`src/rtl/alu_sched.sv`:
```
// Two-port scheduler for the shared single-cycle ALU with per-port registered responses.
// Define ALU_SCHED_RR_EN for round-robin arbitration; otherwise port 0 wins every tie.
module alu_sched #(
   parameter int unsigned W    = 32,
   parameter int unsigned OPW  = 3,
   parameter int unsigned SHW  = 4,
   parameter int unsigned CNTW = 16
) (
   input  logic            clk,
   input  logic            rst,
   input  logic            req0_valid,
   output logic            req0_ready,
   input  logic [W-1:0]    req0_sr1,
   input  logic [W-1:0]    req0_sr2,
   input  logic [OPW-1:0]  req0_os,
   input  logic [SHW-1:0]  req0_shift,
   output logic            rsp0_valid,
   input  logic            rsp0_ready,
   output logic [W-1:0]    rsp0_rd,
   output logic            rsp0_zero,
   input  logic            req1_valid,
   output logic            req1_ready,
   input  logic [W-1:0]    req1_sr1,
   input  logic [W-1:0]    req1_sr2,
   input  logic [OPW-1:0]  req1_os,
   input  logic [SHW-1:0]  req1_shift,
   output logic            rsp1_valid,
   input  logic            rsp1_ready,
   output logic [W-1:0]    rsp1_rd,
   output logic            rsp1_zero,
   output logic [W-1:0]    alu_sr1,
   output logic [W-1:0]    alu_sr2,
   output logic [OPW-1:0]  alu_os,
   output logic [SHW-1:0]  alu_shift,
   input  logic [W-1:0]    alu_rd,
   output logic [CNTW-1:0] op_cnt
);

   logic free0, free1, elig0, elig1, grant0, grant1;
   logic alu_zero;

   // A held result blocks its port unless it is being drained this cycle.
   assign free0 = !rsp0_valid || rsp0_ready;
   assign free1 = !rsp1_valid || rsp1_ready;
   assign elig0 = req0_valid && free0 && !rst;
   assign elig1 = req1_valid && free1 && !rst;

`ifdef ALU_SCHED_RR_EN
   logic ptr;

   assign grant0 = elig0 && (!elig1 || !ptr);
   assign grant1 = elig1 && (!elig0 || ptr);

   always_ff @(posedge clk or posedge rst) begin
      if (rst) begin
         ptr <= 1'b0;
      end else if (grant0 || grant1) begin
         ptr <= grant0;
      end
   end
`else
   assign grant0 = elig0;
   assign grant1 = elig1 && !elig0;
`endif

   assign req0_ready = grant0;
   assign req1_ready = grant1;

   always_comb begin
      alu_sr1   = '0;
      alu_sr2   = '0;
      alu_os    = '0;
      alu_shift = '0;
      if (grant0) begin
         alu_sr1   = req0_sr1;
         alu_sr2   = req0_sr2;
         alu_os    = req0_os;
         alu_shift = req0_shift;
      end else if (grant1) begin
         alu_sr1   = req1_sr1;
         alu_sr2   = req1_sr2;
         alu_os    = req1_os;
         alu_shift = req1_shift;
      end
   end

   assign alu_zero = (alu_rd == '0);

   always_ff @(posedge clk or posedge rst) begin
      if (rst) begin
         rsp0_valid <= 1'b0;
         rsp0_rd    <= '0;
         rsp0_zero  <= 1'b0;
         rsp1_valid <= 1'b0;
         rsp1_rd    <= '0;
         rsp1_zero  <= 1'b0;
         op_cnt     <= '0;
      end else begin
         if (grant0) begin
            rsp0_valid <= 1'b1;
            rsp0_rd    <= alu_rd;
            rsp0_zero  <= alu_zero;
         end else if (rsp0_ready) begin
            rsp0_valid <= 1'b0;
         end
         if (grant1) begin
            rsp1_valid <= 1'b1;
            rsp1_rd    <= alu_rd;
            rsp1_zero  <= alu_zero;
         end else if (rsp1_ready) begin
            rsp1_valid <= 1'b0;
         end
         if (grant0 || grant1) begin
            op_cnt <= op_cnt + CNTW'(1);
         end
      end
   end

endmodule

```
`config.mk`:
```
export PLATFORM = sky130hd
export DESIGN_NAME = alu_sched
export DESIGN_NICKNAME = d
export VERILOG_FILES = /design/src/rtl/alu_sched.sv
export SDC_FILE = /design/constraint.sdc
export NUM_CORES = 1
export LEC_CHECK = 0
export BUFFER_PORTS_ARGS = -buffer_cell sky130_fd_sc_hd__buf_2
export CAP_MARGIN = 15
export CORE_AREA = 2 2 132 134
export CTS_CLUSTER_SIZE = 25
export DETAILED_ROUTE_END_ITERATION = 12
export DIE_AREA = 0 0 134 136
export GPL_TIMING_DRIVEN = 0
export SLEW_MARGIN = 15
export SYNTH_ARGS = -nofsm -noshare
export SYNTH_HDL_FRONTEND = slang
export SYNTH_SLANG_ARGS = --single-unit
```
`constraint.sdc`:
```
create_clock -name clk -period 2.5 [get_ports clk]
set_input_delay 0 -clock clk [delete_from_list [all_inputs] [get_ports clk]]
set_output_delay 0 -clock clk [all_outputs]
set_load 0.005 [all_outputs]
```
==> parameters.txt, run 1 <==
Parameter                              Value

Pwr
  Clock share of power    0.327
  Sw Share    0.279
  Part of the power in registers    0.400
  Sw power    1270 µW
  Peak supply drop    between 0.0003 and 0.0004 V
  Internal power consumption    3280 µW
  Pwr per Cell Area    about 650 nW/µm²
  Total leakage power    0.00365 µW
  Combinational power share    0.274
  Total Power Consumption    4550 µW

Clock network
  Number of hold buffers added after CTS    35
  TritonCTS Buffers    9
  Post-CTS Resized    0
  Clock tree from TritonCTS    built
  Number of levels the H-tree was split into    3
  Clock root buffer    clkbuf_16
  Post-CTS Setup Inserts    0
  Clk sinks    between 80 and 90
  Clock latency at the later pin of the worst-skew pair    350 ps
  Maximum buffer depth of the clock tree    2
  Clock slew at the register clock pins of the worst setup and hold paths    60 ps

Place
  Number of I/O port buffers    336
  RePlAce Congestion    0.755
  Half-perimeter wire length after placement    12.5 mm
  Placed instance area    6260 µm²
  Total instance count after detailed placement    872

Flow run
  Maximum capacitance violations    0

Route
  Routed WL per cell    17.4 µm
  Total detailed-routing wirelength    16.1 mm
  DRC violation total after the first TritonRoute iteration    138
  Drt via density    4.49
  Count of antenna-violating nets left after detailed routing    0
  Drt drc    0
  Number of detailed-route iterations in the first pass    4
  Total via count in the routed design    4,157

Yosys
  YS warnings    0
  Sequential fraction of the synthesis area    0.492
  Total standard cell area after synthesis    4270 µm²
  Ranking of synthesized cells by area    dfrtp_1, a22o_1, mux2_4, mux2_2, buf_6
  Largest area contributor in the synthesized netlist    dfrtp_1
  Post-synthesis register bit count    84
  Proportion of netlist area held by the largest area contributor    0.492
  Post-synthesis cell type count    30
  Avg Cell Area, Syn    13.8 µm²
  Number of cells produced by synthesis    310
  Nets in the synthesized netlist    around 490

Critical path
  CP max stage cell    clkbuf_1
  Required time at the endpoint of the critical path    2500 ps
  Setup crit start kind    register
  Ordered list of cells on the worst path    nor2b_4 > nor2_8 > clkbuf_1 > a22o_1 > buf_2
  Worst Path Class, Setup    register to output port
  Kind of cell adding the most delay to the critical path    buffers and inverters
  CP max FO    10
  CP peak stage delay    420 ps
  Kind of end point of the critical path    output port
  Worst Path Buf+Inv    2
  Arrival time at the worst endpoint    about 1900 ps

Timing
  Max Freq    between 0.5 and 0.6 GHz
  Final min period    1940 ps
  Largest clock skew in the final design    9.28 ps
  Setup repair after global routing missed its margin    no
  Least-Margin Pin Slew    471 ps
  Max-slew headroom at the worst pin    0.686
  Finish-stage setup viols    0
  Share of the clock period used by the worst path    0.776
  Total negative setup slack    0 ps
  Hold violation total from the final report    0
  Count of pins over their slew limit    0

Floorplanning
  I/O pin count    337
  Area of the core    16,900 µm²
  Die footprint    18,200 µm²
  Number of standard-cell rows in the floorplan    48
  Die W    134 µm
  Initial Util    0.253
  Die boundary height    136 µm

Finish
  Area used by multi-input combinational logic    1980 µm²
  Final Net Count    874
  Post-layout instance count excluding filler cells    926
  Utilization after layout    0.412
  Ratio of cells with drive above 1 in the final layout    0.643
  Seq. cell area    2100 µm²
  Fin area    6960 µm²
  Layout-stage area growth over the synthesis result    62.8%
  Total of fill cells in the finished design    1,672

GRT
  Vias in the first global route    ~4,100
  Gr usage total    0.166
  Antenna violations before repair    3
  Maximum number of pins on one net before global-route repair    55
  Wire length of the first global-routing pass    23.0 mm
  Total overflow reported by the global router    0

Run status
  Run status    completed

Worst hold path
  Hold Path Class    input pin to register
## power by group through the flow
stage	Sequential (µW)	Clock (µW)	Combinational, µW
6_report	1820	1490	1240
5_1_grt	1860	1590	1350
4_1_cts	1820	1540	1260
3_5_place_dp	1830	0	1220
3_3_place_gp	1830	0	1190
2_1_floorplan	1840	0	555
## cells in the final DEF (no fill, tap or decap), types with 8 or more instances in the layout
| cell type | instances |
|---|---|
| dlygate4sd3_1 | 35 |
| nor4_1 | 8 |
| buf_2 | 346 |
| buf_6 | 10 |
| clkbuf_16 | 9 |
| dfrtp_1 | 84 |
| nand4_1 | 8 |
| mux2_2 | 34 |
| mux2_4 | 33 |
| a22o_1 | 71 |
| xnor2_1 | 11 |
## Yosys cell counts
cell	n
nand3_1	7
o21ai_0	1
nor3b_1	3
xnor2_1	11
nor2_8	2
nand2b_4	1
nor3_1	1
and2b_2	1
nand4_1	8
buf_1	1
ha_1	1
nor2b_4	1
clkbuf_1	1
xor2_1	4
dfrtp_1	84
and4_1	3
nor4_1	8
a22o_1	71
buf_6	10
and3_1	2
nand2b_1	2
nand2_1	3
inv_1	2
mux2_2	34
nand2_4	1
nor2_1	2
mux2_4	33
o2bb2ai_2	1
buf_4	1
buf_2	10
## logic make-up after synthesis
family,after synthesis,share of synthesized area
AO/OA/AOI/OAI,73,0.150
XOR/XNOR,15,0.0308
adder cells (fa/ha/maj),1,0.00293
buffers and inverters,25,0.0434
flip-flops,84,0.492
multiplexers,67,0.206
AND/OR/NAND/NOR,45,0.0750
## worst min-delay path, stage by stage
cell and delay, ps:
buf_2 70, nand2b_1 200, o21ai_0 110
## registers in the layout, summed over array words and instances, names as in the netlist
register and cells:
rsp0_rd 32, rsp1_zero 1, rsp0_valid 1, rsp0_zero 1, rsp1_valid 1, op_cnt 16, rsp1_rd 32
## layer usage
layer / part of all wire / wire [µm] / up-vias / GRT usage
li1: - / - / 1961 / -
met1: 0.42 / 6710 / 1997 / 0.204
met2: 0.50 / 8110 / 180 / 0.286
met3: 0.061 / 986 / 19 / 0.0332
met4: 0.019 / 308 / 0 / 0.0703
met5: 0 / 0 / - / 0
## cell type report
class,count,area share
sequential,84,0.302
timing repair buffer,372,0.296
multi-input combinational,201,0.285
tap,225,0.0405
clock buffer,10,0.0344
buffer,23,0.0255
clock inverter,6,0.0135
inverter,2,0.00144
antenna,3,0.00108
## path summary, 6_finish.rpt
| kind | from | end | slack (ps) | depth (start not counted) |
|---|---|---|---|---|
| max in group asynchronous | rst | rsp1_zero | 1650 | 4 |
| min in group asynchronous | rst | rsp0_rd[13] | 240 | 3 |
| worst max register to register | rsp0_valid | rsp0_rd[14] | 890 | 4 |
| worst max-delay path | rsp0_valid | alu_sr1[12] | 560 | 5 |
| worst min-delay path | rsp1_ready | rsp1_valid | 90 | 3 |
| worst min register to register | op_cnt[15] | op_cnt[15] | 470 | 1 |
## stage by stage
stage	hold WS, ps	setup WS, ps
6_report	90.4	561
5_1_grt	115	459
4_1_cts	94.2	480
3_5_place_dp	58.0	856
3_3_place_gp	262	-839
2_1_floorplan	116	335
(Power assumes the default switching activity.)
==> run 2, diff against run 1 <==
==> constraint.sdc (replaced) <==
create_clock -name clk -period 1.9 [get_ports clk]
set_input_delay 0 -clock clk [delete_from_list [all_inputs] [get_ports clk]]
set_output_delay 0 -clock clk [all_outputs]
set_load 0.005 [all_outputs]
==> run 2 against run 1 <==
Hold slack gained 18 ps. Final cell count grew 0.76%. Largest power group unchanged. Highest routed layer unchanged. Register-to-register slack lost 760 ps. Sequential share of layout area shrank 0.47 points. Non-clock buffer count grew 8.
==> parameters.txt, run 2 (synthesized netlist as in run 1, its figures left out) <==
Parameter                              Value

Critical path
  CP max stage cell    dfrtp_1
  Kind of end point of the critical path    output port
  CP peak stage delay    350 ps (-70 ps)
  Ordered list of cells on the worst path    nor2b_4 > nor2_8 > buf_12 > nor2_8 > buf_12 > buf_8 > a22o_1 > buf_2
  CP max FO    10 (unchanged)
  Setup crit start kind    register
  Arrival time at the worst endpoint    1830 ps (-110 ps)
  Worst Path Buf+Inv    4 (+2)
  Required time at the endpoint of the critical path    1900 ps (-600 ps)
  Worst Path Class, Setup    register to output port
  Kind of cell adding the most delay to the critical path    buffers and inverters

Floorplanning
  Initial Util    0.253 (unchanged)
  I/O pin count    337 (unchanged)
  Die W    134 µm (unchanged)
  Die boundary height    136 µm (unchanged)
  Number of standard-cell rows in the floorplan    48 (unchanged)
  Die footprint    18,200 µm² (unchanged)
  Area of the core    16,900 µm² (unchanged)

GRT
  Total overflow reported by the global router    0 (unchanged)
  Gr usage total    0.165 (-0.00132)
  Antenna violations before repair    2 (-1)
  Maximum number of pins on one net before global-route repair    35 (-36%)
  Wire length of the first global-routing pass    22.9 mm (-0.39%)
  Vias in the first global route    4,002 (-2.5%)

Route
  Number of detailed-route iterations in the first pass    4 (unchanged)
  Routed WL per cell    17.0 µm (-2.2%)
  M1 wire length    6.85 mm (+2.0%)
  Total detailed-routing wirelength    15.9 mm (-1.5%)
  Drt via density    4.43 (-1.4%)
  DRC violation total after the first TritonRoute iteration    144 (+4.3%)
  Total via count in the routed design    4,129 (-0.67%)
  Drt drc    0 (unchanged)
  Met3 wire length    864 µm (-12%)
  Detail Route met2 WL    7.97 mm (-1.7%)
  Top Metal Used    met4
  Count of antenna-violating nets left after detailed routing    0 (unchanged)

Timing
  Share of the clock period used by the worst path    0.962
  Total negative setup slack    0 ps (unchanged)
  Largest clock skew in the final design    6.71 ps (-2.57 ps)
  Max-slew headroom at the worst pin    0.605 (-0.0804)
  Max Freq    about 0.55 GHz
  Hold violation total from the final report    0 (unchanged)
  Least-Margin Pin Slew    591 ps (+119 ps)
  Finish-stage setup viols    0 (unchanged)
  Count of pins over their slew limit    0 (unchanged)
  Final min period    about 1800 ps
  Setup repair after global routing missed its margin    yes
  Worst slack on hold paths    108 ps (+17.9 ps)

Finish
  Highest-count cells in the layout ignoring fill and taps    buf_2, dfrtp_1, a22o_1
  Total of fill cells in the finished design    1,644 (-1.7%)
  Post-layout instance count excluding filler cells    933 (+0.76%)
  Utilization after layout    0.419 (+0.00652)
  Leading cell type in the layout, fill and taps excluded    buf_2
  Layout-stage area growth over the synthesis result    65.4%
  Regs by FF count    rsp0_rd x32, rsp1_rd x32, op_cnt x16
  Ratio of cells with drive above 1 in the final layout    0.650 (+0.00688)
  Final Net Count    882 (+0.92%)

Clock network
  Clock root buffer    clkbuf_16
  Clock tree from TritonCTS    built
  Number of levels the H-tree was split into    3 (unchanged)
  Maximum buffer depth of the clock tree    2 (unchanged)
  Clock slew at the register clock pins of the worst setup and hold paths    60 ps (about the same)
  Clock latency at the later pin of the worst-skew pair    350 ps (about the same)
  TritonCTS Buffers    9 (unchanged)
  Clk sinks    84 (unchanged)

Place
  RePlAce Congestion    0.762 (+0.97%)
  Half-perimeter wire length after placement    12.3 mm (-1.8%)
  Number of I/O port buffers    336 (unchanged)
  Total instance count after detailed placement    873 (+0.11%)

Pwr
  Total Power Consumption    5990 µW (+32%)
  Part of the power in registers    0.398 (-0.002)
  Sw power    1680 µW (+32%)
  Internal power consumption    4310 µW (+31%)
  Total leakage power    0.00370 µW (+1.3%)
  Peak supply drop    0.000452 V (+23%)
  Combinational power share    0.278 (+0.004)
  Sw Share    0.280 (+0.00137)
  Clock share of power    0.324 (-0.003)
  Pwr per Cell Area    847 nW/µm² (+30%)

Flow run
  Maximum capacitance violations    0 (unchanged)

Run status
  Run status    completed

Worst hold path
  Hold Path Class    input pin to register
==> run 2: worst min-delay path: cells and delay by family <==
kind	cells	cell delay (ps)
and+or+nand+nor	1	210
AOI/OAI and AO/OA	1	130
buffers and inverters	1	70
==> run 2: cell type report <==
cell class,count,area (µm²),area share
Tap cell,225,282,0.0398
Clock buffer,9,225,0.0319
Clock inverter,7,105,0.0149
Antenna cell,2,5.00,0.000708
Sequential cell,84,2100,0.298
Inverter,2,11.3,0.00159
Buffer,22,206,0.0292
Timing Repair Buffer,381,2140,0.304
Multi-Input combinational cell,201,1980,0.281
==> run 2: power groups by stage <==
stage,combinational (µW),sequential (µW),clock [µW]
floorplan,731,2420,0
global placement,1570,2400,0
detailed placement,1590,2400,0
CTS,1680,2380,2010
global route,1800,2440,2070
finish,1660,2390,1940
==> run 2: timing repair <==
action / in CTS / in global routing
endpoints found under the setup margin: 54 / 32
gates resized for setup: 4 / 7
setup buffers: 8 / 0
pin swaps: 2 / 0
hold buffers: 35 / 0
endpoints found under the hold margin: 88 / 0
==> run 2: path summary, 6_finish.rpt <==
kind,from,end,slack (ps),cells past startpoint
setup / recovery,rsp0_valid,alu_sr2[13],70,8
hold / removal,rsp1_ready,rsp1_valid,110,3
setup reg to reg,rsp0_valid,rsp0_rd[24],130,6
hold reg to reg,op_cnt[15],op_cnt[15],480,1
max in group asynchronous,rst,rsp0_rd[5],1060,4
min in group asynchronous,rst,op_cnt[1],270,3
==> run 2: routing by layer <==
layer | global-route usage | up-vias
li1 | - | 1980
met1 | 0.208 | 1973
met2 | 0.283 | 162
met3 | 0.0350 | 14
met4 | 0.0520 | 0
met5 | 0 | -
==> run 2: per-stage QoR <==
step / setup slack, ps / instance area, µm²
2_1_floorplan: 521 / 4280
4_1_cts: 18.1 / 7050
5_1_grt: -48.8 / 7070
3_5_place_dp: 250 / 6280
3_3_place_gp: 256 / 6240
6_report: 71.9 / 7070
==> run 3, diff against run 2 <==
--- a/config.mk
+++ b/config.mk
@@ -5,12 +5,13 @@
 export SDC_FILE = /design/constraint.sdc
 export NUM_CORES = 1
 export LEC_CHECK = 0
+export ABC_AREA = 1
 export BUFFER_PORTS_ARGS = -buffer_cell sky130_fd_sc_hd__buf_2
 export CAP_MARGIN = 15
-export CORE_AREA = 2 2 132 134
+export CORE_AREA = 2 2 129 131
 export CTS_CLUSTER_SIZE = 25
 export DETAILED_ROUTE_END_ITERATION = 12
-export DIE_AREA = 0 0 134 136
+export DIE_AREA = 0 0 131 133
 export GPL_TIMING_DRIVEN = 0
 export SLEW_MARGIN = 15
 export SYNTH_ARGS = -nofsm -noshare
==> run 3 against run 2 <==
Maximum frequency increased by 2.3%. Critical endpoint is now alu_sr1[13]. Non-clock buffer count increased by 1. Final cell count grew 34%. Clock skew up 4.0 ps. Setup slack gained 40 ps. Register-to-register slack better by 310 ps.
==> parameters.txt, run 3 <==
Parameter                              Value

Critical path
  Ordered list of cells on the worst path    dlygate4sd3_1 > buf_2 > nor2_2 > nand2_4 > inv_2 > buf_6 > buf_4 > nand2_1 > nand2_1 > buf_2
  Worst Reg2Reg Path Length in Cells    5 (-1)
  Worst Path Class, Setup    input pin to output port
  Arrival time at the worst endpoint    1790 ps (-40 ps)
  CP max FO    10 (unchanged)
  CP max stage cell    dlygate4sd3_1
  Kind of end point of the critical path    output port
  Setup crit start kind    input pin
  CP peak stage delay    540 ps (+190 ps)
  Required time at the endpoint of the critical path    1900 ps (about the same)

Clock network
  Clock root buffer    clkbuf_16
  Clock slew at the register clock pins of the worst setup and hold paths    70 ps (about the same)
  Clk sinks    84 (unchanged)
  TritonCTS Buffers    9 (unchanged)
  Post-CTS Setup Inserts    0 (-8)
  Number of levels the H-tree was split into    3 (unchanged)
  Clock tree from TritonCTS    built
  Maximum buffer depth of the clock tree    2 (unchanged)
  Clock latency at the later pin of the worst-skew pair    340 ps (about the same)

Floorplanning
  Area of the core    16,200 µm² (-4.2%)
  I/O pin count    337 (unchanged)
  Die W    131 µm (-2.2%)
  Number of standard-cell rows in the floorplan    47 (-2.1%)
  Initial Util    0.283 (+0.0294)
  Die boundary height    133 µm (-2.2%)
  Die footprint    17,400 µm² (-4.4%)

Pwr
  Total leakage power    0.00432 µW (+17%)
  Peak supply drop    0.000398 V (-12%)
  Pwr per Cell Area    796 nW/µm² (-6.0%)

Yosys
  Avg Cell Area, Syn    7.10 µm² (-49%)
  Most repeated cell in the gate-level netlist after synthesis    nand2_1
  Post-synthesis cell type count    23 (-23%)
  Total standard cell area after synthesis    4570 µm² (+7.0%)
  Largest area contributor in the synthesized netlist    dfrtp_1
  Sequential fraction of the synthesis area    0.460 (-0.0321)
  Post-synthesis register bit count    84 (unchanged)
  Ranking of synthesized cells by area    dfrtp_1, nand2_1, inv_1, o21ai_0, o21ai_2
  Nets in the synthesized netlist    825 (+68%)
  Ys async rst share    1.00 (unchanged)
  Top cells by count, synth    nand2_1, dfrtp_1, inv_1
  Number of synthesized flops with an enable pin    0 (unchanged)
  Number of cells produced by synthesis    644 (+110%)
  Proportion of netlist area held by the largest area contributor    0.460 (-0.0321)
  YS warnings    0 (unchanged)
  Post-synth top flop    dfrtp_1

Worst hold path
  Hold Path Class    input pin to async pin

Timing
  Finish-stage setup viols    0 (unchanged)
  Least-Margin Pin Slew    519 ps (-71.6 ps)
  Max-slew headroom at the worst pin    0.654 (+0.0486)
  Hold violation total from the final report    0 (unchanged)
  Setup repair after global routing missed its margin    no
  Largest clock skew in the final design    10.7 ps (+4.03 ps)
  Worst slack on hold paths    233 ps (+125 ps)
  Max Freq    0.559 GHz (+2.3%)
  Total negative setup slack    0 ps (unchanged)
  Final min period    1790 ps (-40.2 ps)
  Count of pins over their slew limit    0 (unchanged)
  Share of the clock period used by the worst path    0.941 (-0.0212)

Route
  Drt via density    4.24 (-4.1%)
  Count of antenna-violating nets left after detailed routing    0 (unchanged)
  Drt drc    0 (unchanged)
  Total detailed-routing wirelength    17.5 mm (+11%)
  Number of detailed-route iterations in the first pass    5 (+1)
  DRC violation total after the first TritonRoute iteration    295 (+100%)
  Routed WL per cell    14.0 µm (-18%)
  Total via count in the routed design    5,317 (+29%)

Place
  Half-perimeter wire length after placement    13.8 mm (+12%)
  Total instance count after detailed placement    1,202 (+38%)
  Number of I/O port buffers    336 (unchanged)
  RePlAce Congestion    0.859 (+13%)

Run status
  Run status    completed

GRT
  Global Route met2 Usage    0.311 (+0.0286)
  Busiest layer in global routing    met2
  Gr usage total    0.195 (+0.0298)
  Met1 Usage GRT    0.262 (+0.0534)
  Maximum number of pins on one net before global-route repair    35 (unchanged)
  Total overflow reported by the global router    0 (unchanged)
  Vias in the first global route    5,005 (+25%)
  Grt met3 use    0.0429 (+0.00781)
  Wire length of the first global-routing pass    26.1 mm (+14%)
  Antenna violations before repair    1 (-1)

Finish
  # diodes    0 (-2)
  Final Net Count    1,209 (+37%)
  Ratio of cells with drive above 1 in the final layout    0.405 (-0.245)
  Layout-stage area growth over the synthesis result    59.0%
  Leading cell type in the layout, fill and taps excluded    buf_2
  Total of fill cells in the finished design    1,690 (+2.8%)
  Regs by FF count    rsp0_rd x32, rsp1_rd x32, op_cnt x16
  Highest-count cells in the layout ignoring fill and taps    buf_2, nand2_1, dfrtp_1
  Post-layout instance count excluding filler cells    1,253 (+34%)

Flow run
  Maximum capacitance violations    0 (unchanged)
==> run 3: final timing paths <==
path / end / startpoint / slack (ps)
max reg2reg: rsp0_rd[31] / rsp0_valid / 440
max: alu_sr1[13] / rst / 110
min reg2reg: rsp1_rd[30] / rsp1_rd[30] / 480
min in group clk: alu_sr2[6] / req1_sr2[6] / 260
min: rsp0_rd[22] / rst / 230
max in group asynchronous: rsp0_valid / rst / 920
==> run 3: final cells by class <==
type / instances / area [µm²] / share of cell area
repair buffers: 373 / 2070 / 0.285
flip-flops and latches: 84 / 2100 / 0.289
clock buffers: 10 / 229 / 0.0315
multi-input cells: 477 / 2070 / 0.285
plain buffers: 31 / 244 / 0.0336
well taps: 220 / 275 / 0.0379
clock inverters: 6 / 72.6 / 0.00999
inverters: 52 / 199 / 0.0274
==> run 3: metrics by stage <==
stage / power (µW) / util / worst slack (ps) / instance area [µm²]
after global placement: 3910 / 0.404 / 237 / 6530
after CTS: 5860 / 0.448 / 14.1 / 7240
final: 5790 / 0.449 / 112 / 7270
after floorplan: 3080 / - / 649 / 4570
after global routing: 6180 / 0.449 / 18.1 / 7270
after detailed placement: 3940 / 0.406 / 223 / 6570
==> run 3: report_power, final <==
group          internal (µW)  total, µW  switching, µW
Sequential              2110       2350            236
Clock                   1040       1810            775
Combinational            779       1630            850
Total                   3920       5790           1860
==> run 3: metal layers <==
metal / part of all wire / wire [µm]
met3: 0.070 / 1220
met2: 0.48 / 8410
met4: 0.015 / 258
met1: 0.44 / 7640
met5: 0.00057 / 10
==> run 3: worst max-delay path: cells and delay by family <==
kind                   cells  cell delay [ps]
buffers and inverters      6             1310
AND/OR/NAND/NOR            4              480
==> run 3: cell families (layout without fill, tap and decap cells) <==
family / Yosys count / in the layout / share of synthesized area
flops: 84 / 84 / 0.460
xor+xnor: 6 / 6 / 0.0115
buf+inv: 83 / 472 / 0.0887
compound gates: 65 / 65 / 0.0884
simple gates: 405 / 405 / 0.349
fa+ha+maj: 1 / 1 / 0.00274
==> run 3: repair_timing <==
action,in CTS,in global routing
pin swaps,1,0
endpoints found under the hold margin,91,1
gates resized for setup,7,7
hold buffers,34,1
endpoints found under the setup margin,32,54
